**config.mk**
```make
export PLATFORM = sky130hd
export DESIGN_NAME = mux_select_arbiter
export DESIGN_NICKNAME = d
export VERILOG_FILES = /design/src/rtl/mux_select_arbiter.sv
export SDC_FILE = /design/constraint.sdc
export NUM_CORES = 1
export LEC_CHECK = 0
export ABC_AREA = 1
export CAP_MARGIN = 20
export CORE_MARGIN = 1
export CORE_UTILIZATION = 35
export DETAILED_ROUTE_END_ITERATION = 6
export PLACE_DENSITY = 0.63
export REMOVE_ABC_BUFFERS = 1
export SYNTH_ARGS = -nofsm -noshare
export SYNTH_HDL_FRONTEND = slang
export SYNTH_SLANG_ARGS = --single-unit
```
**constraint.sdc**
```tcl
create_clock -name clk -period 2.2 [get_ports clk]
set_input_delay 0.44 -clock clk [delete_from_list [all_inputs] [get_ports clk]]
set_output_delay 0.44 -clock clk [all_outputs]
set_load 0.02 [all_outputs]
```
**src/rtl/mux_select_arbiter.sv**
```systemverilog
// mux_select_arbiter: round-robin arbiter with registered one-hot grant and binary mux select; ARB_HOLD_EN adds burst-hold locking via req_last.
module mux_select_arbiter #(
    parameter int NUM_PORTS_WIDTH = 2,
    localparam int NUM_PORTS = 2 ** NUM_PORTS_WIDTH
) (
    input  logic                       clk,
    input  logic                       rst,
    input  logic [NUM_PORTS-1:0]       req,
`ifdef ARB_HOLD_EN
    input  logic [NUM_PORTS-1:0]       req_last,
`endif
    input  logic                       out_ready,
    output logic [NUM_PORTS-1:0]       grant,
    output logic [NUM_PORTS_WIDTH-1:0] select,
    output logic                       sel_valid,
    output logic                       data_valid
);
    localparam logic [NUM_PORTS_WIDTH-1:0] ONE = 1;
    logic [NUM_PORTS-1:0]       grant_q, grant_d;
    logic [NUM_PORTS_WIDTH-1:0] select_q, select_d;
    logic [NUM_PORTS_WIDTH-1:0] ptr_q, ptr_d;
    logic                       sel_valid_q, sel_valid_d;
    logic                       data_valid_q, data_valid_d;
    logic [NUM_PORTS_WIDTH-1:0] idx, win;
    logic                       found;
`ifdef ARB_HOLD_EN
    logic                       lock_q, lock_d;
`endif
    always_comb begin
        found = 1'b0;
        win   = '0;
        idx   = '0;
        for (int i = 0; i < NUM_PORTS; i++) begin
            idx = ptr_q + NUM_PORTS_WIDTH'(i);
            if (!found && req[idx]) begin
                found = 1'b1;
                win   = idx;
            end
        end
    end
    always_comb begin
        grant_d      = '0;
        select_d     = select_q;
        sel_valid_d  = 1'b0;
        ptr_d        = ptr_q;
        data_valid_d = sel_valid_q;
`ifdef ARB_HOLD_EN
        lock_d = lock_q;
        // While locked, select_q still names the owning port because it only changes on a grant.
        if (lock_q) begin
            if (out_ready && req[select_q]) begin
                grant_d[select_q] = 1'b1;
                sel_valid_d       = 1'b1;
                if (req_last[select_q]) begin
                    lock_d = 1'b0;
                    ptr_d  = select_q + ONE;
                end
            end
        end else if (out_ready && found) begin
            grant_d[win] = 1'b1;
            select_d     = win;
            sel_valid_d  = 1'b1;
            ptr_d        = win + ONE;
            lock_d       = !req_last[win];
        end
`else
        if (out_ready && found) begin
            grant_d[win] = 1'b1;
            select_d     = win;
            sel_valid_d  = 1'b1;
            ptr_d        = win + ONE;
        end
`endif
    end
    always_ff @(posedge clk) begin
        if (rst) begin
            grant_q      <= '0;
            select_q     <= '0;
            ptr_q        <= '0;
            sel_valid_q  <= 1'b0;
            data_valid_q <= 1'b0;
`ifdef ARB_HOLD_EN
            lock_q       <= 1'b0;
`endif
        end else begin
            grant_q      <= grant_d;
            select_q     <= select_d;
            ptr_q        <= ptr_d;
            sel_valid_q  <= sel_valid_d;
            data_valid_q <= data_valid_d;
`ifdef ARB_HOLD_EN
            lock_q       <= lock_d;
`endif
        end
    end
    assign grant      = grant_q;
    assign select     = select_q;
    assign sel_valid  = sel_valid_q;
    assign data_valid = data_valid_q;
endmodule
```
==> results.py <==
metrics = {
    "worst_setup_path": {
        "timing.rr.end": "ptr_q[1]$_SDFFE_PP0P_",
        "crit_path_end_kind": "flip-flop",
        "crit_start": "req[3]",
        "cp-endpoint": "ptr_q[1]$_SDFFE_PP0P_",
        "path_cells": "clkdlybuf4s50_1 > inv_1 > nand2_2 > nand3_1 > nand2_4 > inv_1 > nand2_1 > nand2_1 > nand2_1 > inv_1 > nand2_1 > inv_1 > ha_1 > o21ai_1 > nor2_1",
        "rrSetupSlack_ns": 0.39,
        "cp.arrival_ns": 2.14,
        "r2r-start": "ptr_q[0]$_SDFFE_PP0P_",
        "criticalPathCategory": "in2reg",
        "slowest_delay_ns": 0.48,
        "cp_slowest_cell": "clkdlybuf4s50_1",
        "cp_top_family": "buffers and inverters",
        "cp.required_ns": 2.37,
        "worstSetupStartpointType": "primary input",
        "critPathBufInv": 5,
        "cp.depth": 15,
        "cp_max_fo": 2,
        "reg2regPathDepth": 15,
    },
    "detailed_routing": {
        "drc_errors": 0,
        "detail-route-antenna-nets": 0,
        "dr.pass1.iters": 4,
        "wl_um": 1270,
        "drt-initial-drc-count": 4,
        "via_count": 685,
        "via_per_inst": 4.31,
        "post_drt_wl_per_cell_um": 7.99,
    },
    "cells_and_area": {
        "nets": 144,
        "n_antenna_cell": 0,
        "fillers": 201,
        "area_delta_synth_final_pct": 36.1,
        "final_cells": 159,
        "final_core_util_pct": 50.3,
        "drive_above_1_share_pct": 29.5,
    },
    "clock_network": {
        "clockBufferDepth": 2,
        "ctsHoldBuffers": 0,
        "cts_made_buffers": 3,
        "cts_resized": 0,
        "ctsHtreeMaxLevel": 1,
        "path_clk_slew_ns": 0.07,
        "cts_tree": "yes",
        "cts_sinks": 10,
        "postCtsSetupRepairBufs": 0,
        "clk_latency_ns": 0.27,
        "root_buffer": "clkbuf_4",
    },
    "synth": {
        "netlist_top_cells_count": "nand2_1, inv_1, nand2_2",
        "ys.flop_type": "dfxtp_1",
        "ys_types": 20,
        "synth_edf_count": 0,
        "ys_ff_latch": 10,
        "yosys_warnings": 0,
        "seq_area_frac_synth_pct": 27.9,
        "yosysMostFrequentCell": "nand2_1",
        "yosys.area_share.simple_pct": 46.5,
        "synth_area_leader_cell": "dfxtp_1",
        "synth.area.top_cells": "dfxtp_1, nand2_1, nand2_2",
        "yosys-mux-area-fraction_pct": 0,
        "synth_top_family_by_area": "simple AND/OR/NAND/NOR gates",
        "syn-cell-area_um2": 718,
        "synthCells": 107,
        "netlist.area_leader.share_pct": 27.9,
        "synthXorXnorAreaFrac_pct": 0,
        "avgSynthCellArea_um2": 6.71,
        "synth-compound-area-share_pct": 4.70,
        "synthArstFlopShare_pct": 0,
        "synth-adder-area-share_pct": 6.97,
    },
    "timing": {
        "hold_violations": 0,
        "maxSlewHeadroom_pct": 82.4,
        "fin_skew_ns": 0.00420,
        "fmax_ghz": 0.506,
        "min_period_ns": 1.98,
        "tns_ns": 0,
        "post-route-period-util_pct": 89.9,
        "tightest_slew_ns": 0.264,
        "slew_viol_final": 0,
        "fin_hold_ws_ns": 0.432,
        "rsz0062_at_grt": "no",
        "setup_viol": 0,
    },
    "global_routing": {
        "first_global_vias": 568,
        "grt_pass1_wl_um": 2270,
        "grt_remaining_overflow": 0,
        "grt_usage_pct": 14.1,
        "grt_max_degree": 11,
        "antenna_found_initial": 0,
    },
    "pwr": {
        "power_density_nw_per_um2": 1460,
        "ir_drop_mv": 0.594,
        "finalPower_mw": 1.42,
        "leakage_nw": 0.505,
    },
    "placed_design": {
        "place.gp.congestion": 0.855,
        "port-buffer-count": 14,
        "hpwl_um": 1070,
        "place_inst": 155,
    },
    "die": {
        "coreArea_um2": 1940,
        "die_x_um": 47.3,
        "fp-row-count": 16,
        "dieArea_um2": 2240,
        "die_h_um": 47.3,
        "io_pins": 15,
        "initial_core_util_pct": 37.0,
    },
    "run": {
        "cap_violations": 0,
    },
    "worst_hold_path": {
        "hold_path.class": "reg2reg",
    },
    "run_status": {
        "status": "completed",
    },
}
-- worst min path at each step --
stage	cells after the start	to	from	slack, ns
2_1_floorplan	2	data_valid$_SDFF_PP0_	sel_valid$_SDFF_PP0_	0.50
3_3_place_gp	2	data_valid$_SDFF_PP0_	sel_valid$_SDFF_PP0_	0.41
3_5_place_dp	2	data_valid$_SDFF_PP0_	sel_valid$_SDFF_PP0_	0.43
4_1_cts	2	data_valid$_SDFF_PP0_	sel_valid$_SDFF_PP0_	0.44
5_1_grt	2	data_valid$_SDFF_PP0_	sel_valid$_SDFF_PP0_	0.46
6_report	2	data_valid$_SDFF_PP0_	sel_valid$_SDFF_PP0_	0.43
-- sequential cells by signal, indices dropped and copies added (netlist names) --
register	cells
sel_valid	1
select	2
ptr_q	2
data_valid	1
grant	4
-- cells by family after synthesis --
logic type | Yosys count
adders and majority gates | 4
AOI/OAI and AO/OA | 5
and+or+nand+nor | 66
buffers and inverters | 22
DFF | 10
-- cells in the final DEF (no fill, tap or decap), drive strengths merged --
cell	instances
a21oi	2
a31oi	1
buf	8
clkbuf	4
clkdlybuf4s50	14
dfxtp	10
ha	4
inv	21
nand2	48
nand3	7
nand4	1
nor2	10
o21ai	2
-- routing by layer --
metal	GRT usage [%]	share of wire (%)	vias up
li1	-	-	372
met1	16.9	47	300
met2	24.9	50	11
met3	2.31	1.3	2
met4	5.14	1.1	0
met5	0	0	-
-- report_power, final --
group	leakage [nW]	switching (mW)	internal [mW]
logic	0.402	0.555	0.432
clock network	0.0210	0.0636	0.101
registers	0.0822	0.0354	0.235
total	0.505	0.654	0.768
-- worst reg2reg max path, stage by stage, from the launching register on --
cell and delay (ns):
dfxtp_1 0.31, buf_4 0.19, inv_8 0.06, nand2_2 0.06, nand3_1 0.12, nand2_4 0.12
inv_1 0.05, nand2_1 0.06, nand2_1 0.04, nand2_1 0.05, inv_1 0.05, nand2_1 0.08
inv_1 0.07, ha_1 0.26, o21ai_1 0.13, nor2_1 0.05
-- through the flow --
step                setup slack, ns  area (um2)
CTS                           0.223         977
global route                 0.0348         977
floorplan                     0.355         707
detailed placement          -0.0564         941
global placement            -0.0202         941
finish                        0.223         977
-- cell type report --
cell class	count	area, um2	share of cell area (%)
Clock buffer	4	36.3	3.71
Multi-Input combinational cell	75	418	42.8
Tap cell	27	33.8	3.46
Timing Repair Buffer	22	200	20.5
Sequential cell	10	200	20.5
Inverter	21	88.8	9.09
No activity file was read; power rests on OpenSTA's default activity.
